`config.mk`:
```
export PLATFORM = sky130hd
export DESIGN_NAME = param_array_lookup_flat
export DESIGN_NICKNAME = d
export VERILOG_FILES = /design/src/rtl/param_array_lookup_pkg.sv /design/src/rtl/param_array_lookup_if.sv /design/src/rtl/param_array_scanner.sv /design/src/rtl/param_array_lookup.sv /design/src/flat_wrapper.sv
export SDC_FILE = /design/constraint.sdc
export NUM_CORES = 1
export LEC_CHECK = 0
export CORE_ASPECT_RATIO = 1.75
export CORE_MARGIN = 5
export CORE_UTILIZATION = 30
export CTS_BUF_LIST = sky130_fd_sc_hd__clkbuf_16
export CTS_CLUSTER_SIZE = 40
export DETAILED_ROUTE_END_ITERATION = 8
export PLACE_DENSITY = 0.5
export SLEW_MARGIN = 10
export SYNTH_ARGS = -nofsm -noshare
export SYNTH_HDL_FRONTEND = slang
export SYNTH_SLANG_ARGS = --single-unit
```
`constraint.sdc`:
```
create_clock -name clk -period 2.9 [get_ports clk]
set_input_delay 0.435 -clock clk [delete_from_list [all_inputs] [get_ports clk]]
set_output_delay 0.435 -clock clk [all_outputs]
set_load 0.03 [all_outputs]
```
`src/rtl/param_array_lookup_pkg.sv`:
```
// Shared types and width helpers for the capture-and-query sample store.
// Imported by the storage top and the membership scanner.
package param_array_lookup_pkg;

  typedef enum logic [1:0] {
    IDLE = 2'd0,
    SCAN = 2'd1,
    DONE = 2'd2
  } lookup_state_e;

  // Wide enough to hold the value DEPTH itself (fill level, hit count).
  function automatic int hw_width(input int depth);
    return $clog2(depth + 1);
  endfunction

endpackage

```
`src/rtl/param_array_lookup_if.sv`:
```
// Lookup handshake bundle: request/key in, busy/done pulse and results out.
interface param_array_lookup_if #(
  parameter int DATA_W = 8,
  parameter int DEPTH  = 16
);
  localparam int AW = $clog2(DEPTH);
  localparam int HW = param_array_lookup_pkg::hw_width(DEPTH);

  logic              lookup_req;
  logic [DATA_W-1:0] lookup_key;
  logic              lookup_busy;
  logic              lookup_done;
  logic              lookup_hit;
  logic [AW-1:0]     lookup_idx;
  logic [HW-1:0]     lookup_hits;

  modport master (
    output lookup_req, lookup_key,
    input  lookup_busy, lookup_done, lookup_hit, lookup_idx, lookup_hits
  );

  modport slave (
    input  lookup_req, lookup_key,
    output lookup_busy, lookup_done, lookup_hit, lookup_idx, lookup_hits
  );

endinterface

```
`src/rtl/param_array_scanner.sv`:
```
// Sequential membership search: walks every entry once, counting matches and
// remembering the lowest matching index; the parent supplies entry/valid.
module param_array_scanner
  import param_array_lookup_pkg::*;
#(
  parameter int DATA_W = 8,
  parameter int DEPTH  = 16
) (
  input  logic                       clk,
  input  logic                       rst_n,
  input  logic                       clear,
  param_array_lookup_if.slave        lk,
  output logic [$clog2(DEPTH)-1:0]   scan_idx,
  input  logic [DATA_W-1:0]          entry,
  input  logic                       entry_vld
);

  localparam int AW = $clog2(DEPTH);
  localparam int HW = hw_width(DEPTH);
  localparam logic [AW-1:0] LAST_IDX = AW'(DEPTH - 1);

  lookup_state_e     state_q, state_d;
  logic [DATA_W-1:0] key_q, key_d;
  logic [AW-1:0]     scan_idx_q, scan_idx_d;
  logic              acc_hit_q, acc_hit_d;
  logic [AW-1:0]     acc_idx_q, acc_idx_d;
  logic [HW-1:0]     acc_hits_q, acc_hits_d;
  logic              res_hit_q, res_hit_d;
  logic [AW-1:0]     res_idx_q, res_idx_d;
  logic [HW-1:0]     res_hits_q, res_hits_d;
  logic              match;
  logic              busy, done;

  // Entry arrives from registered storage, so a same-cycle write is not seen.
  assign match    = entry_vld && (entry == key_q);
  assign scan_idx = scan_idx_q;

  always_ff @(posedge clk or negedge rst_n) begin
    if (!rst_n) state_q <= IDLE;
    else        state_q <= state_d;
  end

  always_comb begin
    state_d = state_q;
    if (clear) begin
      state_d = IDLE;
    end else begin
      unique case (state_q)
        IDLE:    if (lk.lookup_req) state_d = SCAN;
        SCAN:    if (scan_idx_q == LAST_IDX) state_d = DONE;
        DONE:    state_d = IDLE;
        default: state_d = IDLE;
      endcase
    end
  end

  always_comb begin
    busy = (state_q == SCAN);
    done = (state_q == DONE);
  end

  always_comb begin
    key_d      = key_q;
    scan_idx_d = scan_idx_q;
    acc_hit_d  = acc_hit_q;
    acc_idx_d  = acc_idx_q;
    acc_hits_d = acc_hits_q;
    res_hit_d  = res_hit_q;
    res_idx_d  = res_idx_q;
    res_hits_d = res_hits_q;
    if (clear) begin
      scan_idx_d = '0;
      acc_hit_d  = 1'b0;
      acc_idx_d  = '0;
      acc_hits_d = '0;
      res_hit_d  = 1'b0;
      res_idx_d  = '0;
      res_hits_d = '0;
    end else begin
      unique case (state_q)
        IDLE: begin
          if (lk.lookup_req) begin
            key_d      = lk.lookup_key;
            scan_idx_d = '0;
            acc_hit_d  = 1'b0;
            acc_idx_d  = '0;
            acc_hits_d = '0;
            res_hit_d  = 1'b0;
            res_idx_d  = '0;
            res_hits_d = '0;
          end
        end
        SCAN: begin
          if (match) begin
            acc_hit_d  = 1'b1;
            acc_hits_d = acc_hits_q + HW'(1);
            if (!acc_hit_q) acc_idx_d = scan_idx_q;
          end
          scan_idx_d = scan_idx_q + AW'(1);
          // Publish on the last compare so results are already valid in DONE.
          if (scan_idx_q == LAST_IDX) begin
            res_hit_d  = acc_hit_d;
            res_idx_d  = acc_idx_d;
            res_hits_d = acc_hits_d;
          end
        end
        default: ;
      endcase
    end
  end

  always_ff @(posedge clk or negedge rst_n) begin
    if (!rst_n) begin
      scan_idx_q <= '0;
      acc_hit_q  <= 1'b0;
      acc_idx_q  <= '0;
      acc_hits_q <= '0;
      res_hit_q  <= 1'b0;
      res_idx_q  <= '0;
      res_hits_q <= '0;
    end else begin
      scan_idx_q <= scan_idx_d;
      acc_hit_q  <= acc_hit_d;
      acc_idx_q  <= acc_idx_d;
      acc_hits_q <= acc_hits_d;
      res_hit_q  <= res_hit_d;
      res_idx_q  <= res_idx_d;
      res_hits_q <= res_hits_d;
    end
  end

  always_ff @(posedge clk) begin
    key_q <= key_d;
  end

  assign lk.lookup_busy = busy;
  assign lk.lookup_done = done;
  assign lk.lookup_hit  = res_hit_q;
  assign lk.lookup_idx  = res_idx_q;
  assign lk.lookup_hits = res_hits_q;

endmodule

```
`src/rtl/param_array_lookup.sv`:
```
// Circular capture buffer with per-entry valids, async read port, saturating
// counters, and a sequential key-membership lookup via param_array_scanner.
module param_array_lookup
  import param_array_lookup_pkg::*;
#(
  parameter int DATA_W = 8,
  parameter int DEPTH  = 16,
  parameter int CNT_W  = 8
) (
  input  logic                          clk,
  input  logic                          rst_n,
  input  logic                          clear,
  input  logic                          wr_en,
  input  logic [DATA_W-1:0]             wr_data,
  output logic [$clog2(DEPTH)-1:0]      wr_ptr,
  input  logic [$clog2(DEPTH)-1:0]      rd_addr,
  output logic [DATA_W-1:0]             rd_data,
  output logic [hw_width(DEPTH)-1:0]    fill_level,
  output logic [CNT_W-1:0]              sample_count,
  param_array_lookup_if.slave           lk
);

  localparam int AW = $clog2(DEPTH);
  localparam int HW = hw_width(DEPTH);

  logic [DATA_W-1:0] mem_q [DEPTH];
  logic [DEPTH-1:0]  valid_q, valid_d;
  logic [AW-1:0]     wr_ptr_q, wr_ptr_d;
  logic [HW-1:0]     fill_q, fill_d;
  logic [CNT_W-1:0]  cnt_q, cnt_d;
  logic              wr_fire;
  logic [AW-1:0]     scan_idx;

  assign wr_fire = wr_en && !clear;

  always_comb begin
    valid_d  = valid_q;
    wr_ptr_d = wr_ptr_q;
    fill_d   = fill_q;
    cnt_d    = cnt_q;
    if (clear) begin
      valid_d  = '0;
      wr_ptr_d = '0;
      fill_d   = '0;
      cnt_d    = '0;
    end else if (wr_en) begin
      valid_d[wr_ptr_q] = 1'b1;
      // DEPTH is a power of two, so the pointer wraps by natural overflow.
      wr_ptr_d = wr_ptr_q + AW'(1);
      if (fill_q != HW'(DEPTH)) fill_d = fill_q + HW'(1);
      if (cnt_q != '1)          cnt_d  = cnt_q + CNT_W'(1);
    end
  end

  always_ff @(posedge clk or negedge rst_n) begin
    if (!rst_n) begin
      valid_q  <= '0;
      wr_ptr_q <= '0;
      fill_q   <= '0;
      cnt_q    <= '0;
    end else begin
      valid_q  <= valid_d;
      wr_ptr_q <= wr_ptr_d;
      fill_q   <= fill_d;
      cnt_q    <= cnt_d;
    end
  end

  // Storage is not reset; stale contents are hidden behind the valid bits.
  always_ff @(posedge clk) begin
    if (wr_fire) mem_q[wr_ptr_q] <= wr_data;
  end

  assign rd_data      = valid_q[rd_addr] ? mem_q[rd_addr] : '0;
  assign wr_ptr       = wr_ptr_q;
  assign fill_level   = fill_q;
  assign sample_count = cnt_q;

  param_array_scanner #(
    .DATA_W (DATA_W),
    .DEPTH  (DEPTH)
  ) u_scanner (
    .clk       (clk),
    .rst_n     (rst_n),
    .clear     (clear),
    .lk        (lk),
    .scan_idx  (scan_idx),
    .entry     (mem_q[scan_idx]),
    .entry_vld (valid_q[scan_idx])
  );

endmodule

```
`src/flat_wrapper.sv`:
```
// flat-port wrapper written by rule: the top's interface ports become plain ports
module param_array_lookup_flat import param_array_lookup_pkg::*;
#(
  parameter int DATA_W = 8,
  parameter int DEPTH  = 16,
  parameter int CNT_W  = 8
)
  (clk, rst_n, clear, wr_en, wr_data, wr_ptr, rd_addr, rd_data, fill_level, sample_count, lk_lookup_req, lk_lookup_key, lk_lookup_busy, lk_lookup_done, lk_lookup_hit, lk_lookup_idx, lk_lookup_hits);
  param_array_lookup_if #(.DATA_W(DATA_W), .DEPTH(DEPTH)) lk_i ();
  input  logic clk;
  input  logic rst_n;
  input  logic clear;
  input  logic wr_en;
  input  logic [DATA_W-1:0] wr_data;
  output logic [$clog2(DEPTH)-1:0] wr_ptr;
  input  logic [$clog2(DEPTH)-1:0] rd_addr;
  output logic [DATA_W-1:0] rd_data;
  output logic [hw_width(DEPTH)-1:0] fill_level;
  output logic [CNT_W-1:0] sample_count;
  input wire logic [$bits(lk_i.lookup_req)-1:0] lk_lookup_req;
  input wire logic [$bits(lk_i.lookup_key)-1:0] lk_lookup_key;
  output wire logic [$bits(lk_i.lookup_busy)-1:0] lk_lookup_busy;
  output wire logic [$bits(lk_i.lookup_done)-1:0] lk_lookup_done;
  output wire logic [$bits(lk_i.lookup_hit)-1:0] lk_lookup_hit;
  output wire logic [$bits(lk_i.lookup_idx)-1:0] lk_lookup_idx;
  output wire logic [$bits(lk_i.lookup_hits)-1:0] lk_lookup_hits;
  assign lk_i.lookup_req = lk_lookup_req;
  assign lk_i.lookup_key = lk_lookup_key;
  assign lk_lookup_busy = lk_i.lookup_busy;
  assign lk_lookup_done = lk_i.lookup_done;
  assign lk_lookup_hit = lk_i.lookup_hit;
  assign lk_lookup_idx = lk_i.lookup_idx;
  assign lk_lookup_hits = lk_i.lookup_hits;
  param_array_lookup #(.DATA_W(DATA_W), .DEPTH(DEPTH), .CNT_W(CNT_W)) u_core (.clk(clk), .rst_n(rst_n), .clear(clear), .wr_en(wr_en), .wr_data(wr_data), .wr_ptr(wr_ptr), .rd_addr(rd_addr), .rd_data(rd_data), .fill_level(fill_level), .sample_count(sample_count), .lk(lk_i));
endmodule
```
## After elaboration in Yosys (flattened, before gate mapping)

Memories as Yosys holds them, arrays and structs flattened.
Cells that the tools add are included.

- Magnitude comparators: 4
- Add/subtract/negate cells: 5
- Reduce and logical (&&, ||, !) cells: 15
- Equal/unequal tests: 8
- Bitwise gates (word level): 2
- Mux-type cells: 47

Operators by type and width:

| operator | number |
|---|---|
| $mux 5 | 8 |
| $mux 4 | 9 |
| $mux 16 | 2 |
| $mux 8 | 4 |
| $pmux 4 s2 | 3 |
| $pmux 5 s2 | 2 |
| $or 16x16->16 | 1 |
| $lt 4x5->1 const B | 3 |
| $add 5x1->5 const B | 2 |
| $mux 1 | 10 |
| $add 4x1->4 const B | 2 |
| $add 8x1->8 const B | 1 |
| $bmux 1 s4 | 2 |
| $eq 8x8->1 | 1 |
| $ne 8x8->1 const B | 1 |
| $reduce_and 2->1 | 4 |
| $mux 2 | 3 |
| $reduce_and 3->1 | 2 |
| $reduce_bool 2->1 | 3 |
| $ne 5x5->1 const B | 1 |
| $demux 1 s4 | 1 |
| $eq 4x4->1 const B | 1 |
| $ge 4x1->1 const B | 1 |
| $pmux 1 s2 | 2 |
| other kinds (10) | 12 |

- Memories kept: 1
- Bits in writable memories: 128
- Register bits after elaboration: 67
- Output and inout port bits: 37

Memory list:

| name | depth | width | rd ports | clocked after memory_dff | wr ports | RTL line | text |
|---|---|---|---|---|---|---|---|
| u_core.mem_q | 16 | 8 | 2 | 0 | 1 | param_array_lookup.sv:26 | `logic [DATA_W-1:0] mem_q [DEPTH];` |

## Longest topological paths before layout

- Word-level depth: 7
- Gate-level depth with buffers: 12
- Depth with buffers taken out: 8

## Hierarchy

A second synthesis with hierarchy kept.

- Cells, all modules: 549
- Area total of the unflattened synthesis: 9226.3 um^2

Modules (own cells, without submodules):

| module | times used | sequential area each (um^2) | cells each | area an instance (um^2) |
|---|---|---|---|---|
| param_array_lookup | 1 | 4669.5 | 409 | 7683.6 |
| param_array_scanner | 1 | 890.9 | 140 | 1542.7 |

## Worst setup path before layout

No wires, ideal clock.

- Path type: input -> output
- Start: input port rd_addr[0]
- End: output port rd_data[1]
- Setup slack: -0.172 ns
- Stages: 5
- Path buffers: 2
- Arrival: 2.637 ns
- Path through: clkbuf_1 -> buf_1 -> mux4_2 -> mux4_2 -> nor2b_1

- Longest elaborated chain between the ends: 3

RTL lines:

| element | RTL line | text |
|---|---|---|
| start: declaration | flat_wrapper.sv:16 | `input logic [$clog2(DEPTH)-1:0] rd_addr;` |
| $bmux 1 s4 | param_array_lookup.sv:74 | `assign rd_data = valid_q[rd_addr] ? mem_q[rd_addr] : '0;` |
| $mux 1 (implied by the code) | param_array_lookup.sv:74 |  |
| $mux 8 * | param_array_lookup.sv:74 |  |
| end: declaration | flat_wrapper.sv:17 | `output logic [DATA_W-1:0] rd_data;` |

Every way passes the cells marked *; elsewhere a longest branch is shown, timed or not. The select of a mux whose other input is x is not followed.

## Worst setup path in the final report

- Start: register u_core.u_scanner.scan_idx_q[0], in the netlist u_core.u_scanner.scan_idx[0]
- End: register u_core.u_scanner.acc_hits_q[0]

- Longest elaborated chain between the ends: 6

RTL lines:

| element | RTL line | text |
|---|---|---|
| start: declaration | param_array_scanner.sv:24 | `logic [AW-1:0] scan_idx_q, scan_idx_d;` |
| start signal: assignment | param_array_scanner.sv:122 | `scan_idx_q <= scan_idx_d;` |
| $mem_v2 16x8 or $bmux 1 s4 (tied branches) | -- |  |
| $eq 8x8->1 or $mux 1 (tied branches) | param_array_scanner.sv:35, param_array_lookup.sv:89 |  |
| $logic_and 1x1->1 * | param_array_scanner.sv:35 | `assign match = entry_vld && (entry == key_q);` |
| $mux 5 * | param_array_scanner.sv:94 | `if (match) begin` |
| $pmux 5 s2 * | param_array_scanner.sv:80 | `unique case (state_q)` |
| $mux 5 * | param_array_scanner.sv:71 | `if (clear) begin` |
| end signal: assignment | param_array_scanner.sv:125 | `acc_hits_q <= acc_hits_d;` |
| end: declaration | param_array_scanner.sv:27 | `logic [HW-1:0] acc_hits_q, acc_hits_d;` |

Marked as above.
A chain may end at the register's enable or synchronous reset.

==> run metrics <==
result of the run complete, but fails checks; failing checks setup timing; vias after detailed routing 5762; Sink Count 195; first-pass GRT wire length 39500 um; pre-CTS setup slack -0.217 ns; crit path max fanout 7; Switching Fraction 24.5%; WS Path Type register to register; Clock Pin Slew Worst Setup and Hold Paths 0.07 ns; Fin Hold WS 0.0454 ns; Worst setup SP type register; worst slew pin tran 0.789 ns; Initial Util 30.2%; filler instances 2900; WL per Instance 23.0 um; CTS Hold Buffers Added 0; register area share after synthesis 58.7%; most common cell after layout, fill and taps aside edfxtp_1; critical-path cell list mux4_2, mux4_2, xnor2_2, nand4_1, nor4_4, buf_6, nand3_2, a21o_1, mux2_2; Max Cap Viol 0; ys flop type edfxtp_1; Syn Nets 650; via-per-instance ratio 5.12; RSZ-0062 raised after global routing yes; Worst setup EP type register; Inst Count DP 1089; flops & latches, synth 195; setup violators final 4; max-slew violation count 0; remaining global-route overflow 0; worst vdd ir 0.431 mV; P_int 4.62 mW; top sig layer met4; Unique masters post-synth 57; final core utilization 37.2%; WL met1 9450 um; antenna diode count 0; Gate Count Post-Synth 616; Post-Synth XOR/XNOR Area 1.84%; Clk network pwr share 39.4%; final worst path period share 102%; CP max-delay cell mux4_2; met2 WL 15100 um; setup ws final -0.0445 ns; DRC viols 0; largest family of logic cells by synthesized area multiplexers; die area 0.0353 mm2; Clock Path Buffers 2; GP Congestion 0.805; Combinational Power Share 10.6%; area grow syn2layout 23.1%; Ports 62; Power Total 6.12 mW; Compound-Gate Fraction of Synth Area 5.49%; Power Dens Cells 525 mW/mm2; leakage 4.30 nW; Die Y 245 um; Hold Crit Class input pin to async pin; CP arrival 3.26 ns; CP most frequent cell mux4_2; largest net degree at the start of global routing 35; gr usage total 15.2%; Req. time, crit path 3.22 ns; CTS tree built; Finished Layout Cells 1126; antenna-violating nets left 0; most frequent cells in the layout edfxtp_1, mux4_2, dfrtp_1; Yosys warning total 0; Rel. slew slack 47.4%; vias in the first global route 6442; async set-reset flop share out of synthesis 30.3%; Avg Inst Size Synth 15.4 um2; initial antenna violation count 0; Detailed Route WL 25900 um; number of synthesized flops with an enable pin 136; Layout Nets 751; later-pin clock latency in the skew report 0.46 ns; Inserted Clock Buffers 17; Post-Synth Adder-Cell Area 1.19%; post-synthesis mux area share 21.2%; port bufs 61; net switching power 1.50 mW; worst clock skew 0.0260 ns; core area 0.0313 mm2; simple-gate share of the synthesized area 9.36%; Detail Placement HPWL 19100 um; H-tree Lvls 4; crit path time final 2.94 ns; WL met3 954 um; CP max stage delay 0.54 ns; sequential share of power 50.0%; Initial DRT Pass Iterations 5; share of cells above drive strength 1 27.1%; # rows 86; die span in x 144 um; Fin. Hold Viols 0; drt first-iter violations 298; CTS root buf clkbuf_16; max frequency 340 MHz; cell area after synthesis 0.00947 mm2
==> critical path, delay by kind of cell, from the launching register on <==
| family | cells | cell delay, ns |
|---|---|---|
| mux | 3 | 1.32 |
| flops | 1 | 0.50 |
| simple gates | 3 | 0.44 |
| compound gates | 1 | 0.20 |
| xor+xnor | 1 | 0.19 |
| buf+inv | 1 | 0.16 |
==> registers in the layout, summed over array words and instances (netlist names) <==
register / count
u_core.u_scanner.scan_idx: 4
u_core.u_scanner.lk.lookup_idx: 4
u_core.fill_level: 5
u_core.valid_q: 16
u_core.wr_ptr: 4
u_core.u_scanner.lk.lookup_hits: 5
u_core.u_scanner.acc_idx_q: 4
u_core.mem_q: 128
u_core.u_scanner.key_q: 8
u_core.sample_count: 8
u_core.u_scanner.acc_hits_q: 5
u_core.u_scanner.lk.lookup_hit: 1
u_core.u_scanner.state_q: 2
u_core.u_scanner.acc_hit_q: 1
==> through the flow <==
| stage | setup TNS [ns] | area, um2 |
|---|---|---|
| final | -0.126 | 11700 |
| after global routing | -2.54 | 11700 |
| after CTS | -0.647 | 11500 |
| after detailed placement | -3.08 | 10900 |
| after global placement | -1.77 | 10900 |
| after floorplan | 0 | 9470 |
==> logic make-up (layout without fill, tap and decap cells) <==
family	after synthesis	after routing
compound gates	73	73
simple gates	162	162
fa+ha+maj	9	9
buf+inv	50	164
xor+xnor	19	19
mux	108	108
flops	195	195
==> cells in the mapped netlist, drive strengths merged (2+ instances only) <==
| cell | number | share of area (%) |
|---|---|---|
| and2 | 16 | 1.1 |
| edfxtp | 136 | 43 |
| a32oi | 4 | 0.37 |
| mux2i | 33 | 3.5 |
| nor3b | 3 | 0.24 |
| nor2b | 15 | 0.99 |
| o21a | 2 | 0.16 |
| nand2b | 4 | 0.26 |
| and3 | 12 | 0.79 |
| nand2 | 37 | 1.5 |
| xor2 | 9 | 0.83 |
| dfrtp | 59 | 16 |
| clkbuf | 20 | 0.79 |
| o21ai | 14 | 0.74 |
| a21o | 20 | 1.6 |
| mux2 | 3 | 0.36 |
| a311o | 2 | 0.21 |
| a221o | 3 | 0.32 |
| a2bb2oi | 3 | 0.28 |
| nand3 | 9 | 0.53 |
| inv | 13 | 0.52 |
| nor2 | 33 | 1.3 |
| mux4 | 72 | 17 |
| xnor2 | 10 | 1.0 |
| a221oi | 2 | 0.19 |
| a22o | 3 | 0.28 |
| a21oi | 9 | 0.48 |
| buf | 17 | 0.90 |
| ha | 9 | 1.2 |
| or3 | 5 | 0.33 |
| nand4 | 10 | 0.82 |
| o22ai | 2 | 0.13 |
| nor4b | 3 | 0.44 |
| nor3 | 10 | 0.53 |
==> metal layers <==
layer / up-vias / global-route usage (%)
met5: - / 0
met4: 0 / 6.18
met3: 17 / 3.04
met2: 125 / 28.5
met1: 3009 / 16.4
li1: 2611 / -
==> what timing repair did <==
action / in CTS / in global routing
cloned: 0 / 1
setup endpoints to repair: 26 / 20
buffers inserted: 1 / 4
gates resized for setup: 5 / 24
pin swaps: 1 / 7
==> power by group through the flow <==
stage / logic (mW) / registers, mW / clock network [mW]
6_report: 0.651 / 3.06 / 2.41
5_1_grt: 0.699 / 3.06 / 2.58
4_1_cts: 0.637 / 3.06 / 2.48
3_5_place_dp: 0.634 / 3.12 / 0
3_3_place_gp: 0.624 / 3.12 / 0
2_1_floorplan: 0.362 / 3.12 / 0
==> worst paths after layout <==
check / slack, ns / endpoint / depth (start not counted) / startpoint
setup / recovery: -0.04 / u_core.u_scanner.acc_hits_q[0] / 9 / u_core.u_scanner.scan_idx[0]
hold / removal: 0.05 / u_core.fill_level[3] / 1 / rst_n
setup reg to reg: -0.04 / u_core.u_scanner.acc_hits_q[0] / 9 / u_core.u_scanner.scan_idx[0]
hold reg to reg: 0.48 / u_core.u_scanner.lk.lookup_hits[2] / 2 / u_core.u_scanner.lk.lookup_hits[2]
max in group asynchronous: 2.22 / u_core.valid_q[14] / 2 / rst_n
min in group clk: 0.48 / u_core.u_scanner.lk.lookup_hits[2] / 2 / u_core.u_scanner.lk.lookup_hits[2]
==> final cells by class <==
| type | count | area (um2) | share of cell area (%) |
|---|---|---|---|
| inverter | 13 | 48.8 | 0.419 |
| timing repair buffer | 119 | 1180 | 10.1 |
| multi-input combinational | 371 | 3770 | 32.4 |
| sequential | 195 | 5570 | 47.8 |
| tap | 396 | 495 | 4.25 |
| clock buffer | 17 | 425 | 3.65 |
| clock inverter | 15 | 169 | 1.45 |
Power figures use the tool's default switching activity.
